===== src/rtl/mux_stream_arbiter_if.sv =====
// rtl/mux_stream_arbiter_if.sv - two-input packet arbiter stream and status bundle
// master: the producers/consumer around the arbiter; slave: the arbiter itself.
interface mux_stream_arbiter_if #(
   parameter int DATA_W = 8
);
   logic              in0_valid;
   logic [DATA_W-1:0] in0_data;
   logic              in0_last;
   logic              in0_ready;
   logic              in1_valid;
   logic [DATA_W-1:0] in1_data;
   logic              in1_last;
   logic              in1_ready;
   logic              out_valid;
   logic [DATA_W-1:0] out_data;
   logic              out_last;
   logic              out_ready;
   logic              sel;
   logic              busy;

   modport master (
      output in0_valid, in0_data, in0_last,
      output in1_valid, in1_data, in1_last,
      output out_ready,
      input  in0_ready, in1_ready,
      input  out_valid, out_data, out_last,
      input  sel, busy
   );

   modport slave (
      input  in0_valid, in0_data, in0_last,
      input  in1_valid, in1_data, in1_last,
      input  out_ready,
      output in0_ready, in1_ready,
      output out_valid, out_data, out_last,
      output sel, busy
   );
endinterface


===== src/rtl/mux_stream_arbiter.sv =====
// rtl/mux_stream_arbiter.sv - two-input round-robin packet arbiter with registered output
// Define MUX_STREAM_ARB_FIXED_PRIO_EN for fixed priority (input 0 always wins contention).
module mux_stream_arbiter #(
   parameter int DATA_W = 8
) (
   input  logic                 clk,
   input  logic                 reset,
   mux_stream_arbiter_if.slave  bus
);

   typedef enum logic [1:0] {
      IDLE  = 2'd0,
      LOCK0 = 2'd1,
      LOCK1 = 2'd2
   } state_e;

   state_e            state_q, state_d;
   logic              sel_q, sel_d;
   logic              busy_q, busy_d;
   logic              out_valid_q, out_valid_d;
   logic [DATA_W-1:0] out_data_q, out_data_d;
   logic              out_last_q, out_last_d;
`ifndef MUX_STREAM_ARB_FIXED_PRIO_EN
   logic              last_grant_q, last_grant_d;
`endif

   logic out_free;
   logic in0_ready, in1_ready;
   logic acc0, acc1;
   logic pick1;

   // Readiness depends only on state and the output register, never on in*_valid.
   always_comb begin
      out_free  = !out_valid_q || bus.out_ready;
      in0_ready = (state_q == LOCK0) && out_free;
      in1_ready = (state_q == LOCK1) && out_free;
      acc0      = bus.in0_valid && in0_ready;
      acc1      = bus.in1_valid && in1_ready;
   end

   always_comb begin
      pick1 = 1'b0;
`ifdef MUX_STREAM_ARB_FIXED_PRIO_EN
      pick1 = bus.in1_valid && !bus.in0_valid;
`else
      // On contention the input that did not finish the previous packet wins.
      pick1 = bus.in1_valid && (!bus.in0_valid || !last_grant_q);
`endif
   end

   always_comb begin
      state_d      = state_q;
      sel_d        = sel_q;
      busy_d       = busy_q;
`ifndef MUX_STREAM_ARB_FIXED_PRIO_EN
      last_grant_d = last_grant_q;
`endif
      unique case (state_q)
         IDLE: begin
            if (bus.in0_valid || bus.in1_valid) begin
               state_d = pick1 ? LOCK1 : LOCK0;
               sel_d   = pick1;
               busy_d  = 1'b1;
            end
         end
         LOCK0: begin
            if (acc0 && bus.in0_last) begin
               state_d      = IDLE;
               busy_d       = 1'b0;
`ifndef MUX_STREAM_ARB_FIXED_PRIO_EN
               last_grant_d = 1'b0;
`endif
            end
         end
         LOCK1: begin
            if (acc1 && bus.in1_last) begin
               state_d      = IDLE;
               busy_d       = 1'b0;
`ifndef MUX_STREAM_ARB_FIXED_PRIO_EN
               last_grant_d = 1'b1;
`endif
            end
         end
         default: begin
            state_d = IDLE;
            busy_d  = 1'b0;
         end
      endcase
   end

   // Output register: load on accept, drain on out_ready, otherwise hold.
   always_comb begin
      out_valid_d = out_valid_q;
      out_data_d  = out_data_q;
      out_last_d  = out_last_q;
      if (acc0) begin
         out_valid_d = 1'b1;
         out_data_d  = bus.in0_data;
         out_last_d  = bus.in0_last;
      end else if (acc1) begin
         out_valid_d = 1'b1;
         out_data_d  = bus.in1_data;
         out_last_d  = bus.in1_last;
      end else if (bus.out_ready) begin
         out_valid_d = 1'b0;
      end
   end

   always_ff @(posedge clk) begin
      if (reset) begin
         state_q      <= IDLE;
         sel_q        <= 1'b0;
         busy_q       <= 1'b0;
         out_valid_q  <= 1'b0;
         out_data_q   <= '0;
         out_last_q   <= 1'b0;
`ifndef MUX_STREAM_ARB_FIXED_PRIO_EN
         last_grant_q <= 1'b1;
`endif
      end else begin
         state_q      <= state_d;
         sel_q        <= sel_d;
         busy_q       <= busy_d;
         out_valid_q  <= out_valid_d;
         out_data_q   <= out_data_d;
         out_last_q   <= out_last_d;
`ifndef MUX_STREAM_ARB_FIXED_PRIO_EN
         last_grant_q <= last_grant_d;
`endif
      end
   end

   assign bus.in0_ready = in0_ready;
   assign bus.in1_ready = in1_ready;
   assign bus.out_valid = out_valid_q;
   assign bus.out_data  = out_data_q;
   assign bus.out_last  = out_last_q;
   assign bus.sel       = sel_q;
   assign bus.busy      = busy_q;

endmodule


===== src/flat_wrapper.sv =====
// flat-port wrapper written by rule: the top's interface ports become plain ports
module mux_stream_arbiter_flat 
#(
   parameter int DATA_W = 8
)
  (clk, reset, bus_in0_valid, bus_in0_data, bus_in0_last, bus_in1_valid, bus_in1_data, bus_in1_last, bus_out_ready, bus_in0_ready, bus_in1_ready, bus_out_valid, bus_out_data, bus_out_last, bus_sel, bus_busy);
  mux_stream_arbiter_if #(.DATA_W(DATA_W)) bus_i ();
  input  logic clk;
  input  logic reset;
  input wire logic [$bits(bus_i.in0_valid)-1:0] bus_in0_valid;
  input wire logic [$bits(bus_i.in0_data)-1:0] bus_in0_data;
  input wire logic [$bits(bus_i.in0_last)-1:0] bus_in0_last;
  input wire logic [$bits(bus_i.in1_valid)-1:0] bus_in1_valid;
  input wire logic [$bits(bus_i.in1_data)-1:0] bus_in1_data;
  input wire logic [$bits(bus_i.in1_last)-1:0] bus_in1_last;
  input wire logic [$bits(bus_i.out_ready)-1:0] bus_out_ready;
  output wire logic [$bits(bus_i.in0_ready)-1:0] bus_in0_ready;
  output wire logic [$bits(bus_i.in1_ready)-1:0] bus_in1_ready;
  output wire logic [$bits(bus_i.out_valid)-1:0] bus_out_valid;
  output wire logic [$bits(bus_i.out_data)-1:0] bus_out_data;
  output wire logic [$bits(bus_i.out_last)-1:0] bus_out_last;
  output wire logic [$bits(bus_i.sel)-1:0] bus_sel;
  output wire logic [$bits(bus_i.busy)-1:0] bus_busy;
  assign bus_i.in0_valid = bus_in0_valid;
  assign bus_i.in0_data = bus_in0_data;
  assign bus_i.in0_last = bus_in0_last;
  assign bus_i.in1_valid = bus_in1_valid;
  assign bus_i.in1_data = bus_in1_data;
  assign bus_i.in1_last = bus_in1_last;
  assign bus_i.out_ready = bus_out_ready;
  assign bus_in0_ready = bus_i.in0_ready;
  assign bus_in1_ready = bus_i.in1_ready;
  assign bus_out_valid = bus_i.out_valid;
  assign bus_out_data = bus_i.out_data;
  assign bus_out_last = bus_i.out_last;
  assign bus_sel = bus_i.sel;
  assign bus_busy = bus_i.busy;
  mux_stream_arbiter #(.DATA_W(DATA_W)) u_core (.clk(clk), .reset(reset), .bus(bus_i));
endmodule

===== config.mk =====
export PLATFORM = sky130hd
export DESIGN_NAME = mux_stream_arbiter_flat
export DESIGN_NICKNAME = d
export VERILOG_FILES = /design/src/rtl/mux_stream_arbiter_if.sv /design/src/rtl/mux_stream_arbiter.sv /design/src/flat_wrapper.sv
export SDC_FILE = /design/constraint.sdc
export NUM_CORES = 1
export LEC_CHECK = 0
export ABC_CLOCK_PERIOD_IN_PS = 1400
export CAP_MARGIN = 10
export CORE_MARGIN = 2
export CORE_UTILIZATION = 34
export DETAILED_ROUTE_END_ITERATION = 10
export GPL_TIMING_DRIVEN = 0
export PLACE_DENSITY_LB_ADDON = 0.25
export SETUP_SLACK_MARGIN = 0.4
export SLEW_MARGIN = 20
export SYNTH_ARGS = -nofsm -noshare
export SYNTH_HDL_FRONTEND = slang
export SYNTH_SLANG_ARGS = --single-unit

===== constraint.sdc =====
create_clock -name clk -period 1.4 [get_ports clk]
set_clock_uncertainty 0.1 [all_clocks]
set_input_delay 0.42 -clock clk [delete_from_list [all_inputs] [get_ports clk]]
set_output_delay 0.42 -clock clk [all_outputs]
set_load 0.005 [all_outputs]

==> impl_metrics.yaml <==
placement:
  hpwlAfterDp_um: 1422
  globalplace.congestion: 0.8524
  numPortBuffers: 34
  dpl.cell_count: 152
die:
  io_pins: 37
  fp-row-count: 16
  die_x_um: 50.20
  fp.dieH_um: 50.20
  design.die.area_um2: 2520
  coreArea_um2: 1982
  floorplan.initialDensity: 0.3662
detailed_routing:
  wl_met2_um: 1413
  routed_wl_um: 2675
  top_layer: "met4"
  ant_nets: 0
  drtIter0Drc: 4
  viasPerCell: 5.197
  vias: 925
  wl_met1_um: 1041
  drc_errors: 0
  wl_met3_um: 145
  wire_per_inst_um: 15.03
  drtPass1Iterations: 6
setup_path:
  path_max_fanout: 5
  required_ps: 880
  r2r_cells: 6
  crit_type: "reg -> out"
  start_kind: "flip-flop"
  end_kind: "output pin"
  arrival_ps: 1100
power:
  p_int_w: 0.0008311
  clkPwrFrac: 0.211
  p_per_area_nw_per_um2: 802.0
  ir_worst_vdd_mv: 0.4525
  sequentialPowerShare: 0.417
  switchingPower_w: 0.0003571
  share_comb_of_total_power: 0.372
  p_leak_nw: 0.6189
  p_sw_frac: 0.3005
sta:
  rsz0062_at_grt: "yes"
  fmaxAchievable_ghz: 0.6187
  min_period_over_period: 1.155
  worstMarginPinSlew_ps: 370.1
  slew_headroom: 0.7532
  min_period_ps: 1616
  setup_viol: 13
  setup_ws_ps: -216.4
  slew_viol_final: 0
  hold_violations: 0
synthesis:
  avgSynthCellArea_um2: 7.975
  synth_area_leaders: "dfxtp_1, nand2_1, a311oi_1, nor2_1, a31oi_1"
  syn_area_um2: 725.7
  synth_top_cell_area_share: 0.4138
  syn_inst: 91
  yosys_warnings: 0
  syn_nets: 114
  synth-seq-cells: 15
  synth.distinct_cells: 24
  ys_seq_area_frac: 0.4138
  synth_top_area_cell: "dfxtp_1"
clock_tree:
  cts_buffer_depth: 2
  tritoncts: "done"
  cts_max_level: 1
  cts.clk_slew.worst_paths_ps: 80
  cts.sinks: 15
  insertion_delay_ps: 290
  numCtsBuffers: 3
  root_buffer: "clkbuf_4"
cells_and_area:
  area_growth_pct: 104.1
  instances_no_fill: 178
  final_util: 0.7475
  diodes: 0
  drive_above_1_share: 0.5695
  fillCellCount: 123
  final_nets: 175
global_routing:
  grtUsageTotal: 0.2024
  grt_pass1_vias: 910
  grt_pass1_wl_um: 3815
  antenna_found_initial: 0
  grt_overflow: 0
  grt_max_degree: 11
min_path:
  min_path_cells: 3
  holdCritPathClass: "in -> reg"
run_status:
  status: "finished with violations"
  violations: "setup timing"
flow_run:
  cap_viol_max_count: 0
## path summary, 6_finish.rpt
check / start / endpoint / slack [ps]
setup reg to reg: u_core.state_q[1] / u_core.bus.out_data[7] / -120
setup / recovery: u_core.state_q[0] / bus_in1_ready / -220
hold reg to reg: u_core.bus.out_last / u_core.bus.out_last / 380
hold / removal: bus_in1_valid / u_core.bus.sel / 350
## flip-flops by register name, summed over array words and instances (netlist names)
register	cells
u_core.bus.out_valid	1
u_core.bus.busy	1
u_core.state_q	2
u_core.bus.sel	1
u_core.bus.out_data	8
u_core.bus.out_last	1
u_core.last_grant_q	1
## per-stage QoR
stage | total power [W] | TNS (ps) | setup WS, ps | hold WS [ps] | area [um2]
2_1_floorplan | 0.0006385 | 0 | 1.205 | 342.5 | 759.5
3_3_place_gp | 0.0007912 | -7940 | -852.6 | 346.0 | 1134
3_5_place_dp | 0.0007945 | -8209 | -853.1 | 353.0 | 1134
4_1_cts | 0.001096 | -1016 | -206.1 | 334.6 | 1325
5_1_grt | 0.001254 | -2194 | -263.5 | 348.7 | 1481
6_report | 0.001188 | -1342 | -216.4 | 353.2 | 1481
## power groups by stage
stage	registers [W]	clock network, W	logic [W]
3_5_place_dp	0.000501	0	0.000294
5_1_grt	0.000499	0.000284	0.000471
6_report	0.000495	0.000251	0.000442
3_3_place_gp	0.000499	0	0.000292
4_1_cts	0.000491	0.000246	0.000359
2_1_floorplan	0.000501	0	0.000137
## cell usage after synthesis, drive strengths merged
cell type  count
a31oi          4
or2b           1
dfxtp         15
buf            4
a311oi         8
clkbuf         1
nor4           1
inv            1
nand3          4
and3           1
a2111oi        1
and2b          3
and2           1
nand2b         3
a21oi          4
a41oi          1
nand3b         2
o21ai          5
nor3           1
nand2         19
nor2          11
## layer usage
| layer | up-vias | global-route usage |
|---|---|---|
| met5 | - | 0 |
| met4 | 0 | 0.1204 |
| met3 | 8 | 0.05357 |
| met2 | 34 | 0.3553 |
| met1 | 429 | 0.2146 |
| li1 | 454 | - |
## layout by cell type (no fill, tap or decap), types with 4 or more instances in the layout
| cell type | Yosys | routed |
|---|---|---|
| dfxtp_2 | 0 | 12 |
| clkbuf_4 | 0 | 4 |
| buf_2 | 2 | 12 |
| nand2_1 | 19 | 16 |
| clkdlybuf4s50_1 | 0 | 17 |
| a311oi_1 | 8 | 5 |
| buf_6 | 1 | 14 |
| buf_4 | 1 | 14 |
| nor2_1 | 11 | 6 |
## worst max-delay path, stage by stage, from the launching register on
cell and delay (ps):
dfxtp_4 370, and2b_1 200, and2_4 140, buf_6 110
## layout make-up
type / instances / area [um2] / area share
flip-flops and latches: 15 / 322.8 / 0.2179
plain buffers: 5 / 56.30 / 0.03801
well taps: 27 / 33.78 / 0.02280
inverters: 1 / 3.754 / 0.002534
multi-input cells: 70 / 558.0 / 0.3767
clock buffers: 4 / 26.28 / 0.01774
repair buffers: 56 / 480.5 / 0.3243
## kinds of logic after synthesis
family | count (synthesis) | synth area share
AO/OA/AOI/OAI | 23 | 0.2328
flip-flops | 15 | 0.4138
AND/OR/NAND/NOR | 47 | 0.3035
buffers and inverters | 6 | 0.04999
## repair_timing
item | in CTS | in global routing
hold buffers | 0 | 0
cloned | 1 | 0
endpoints found under the hold margin | 0 | 0
setup buffers | 15 | 6
resized for setup | 102 | 20
endpoints found under the setup margin | 29 | 29
pin swaps | 14 | 8
(Power assumes the default switching activity.)
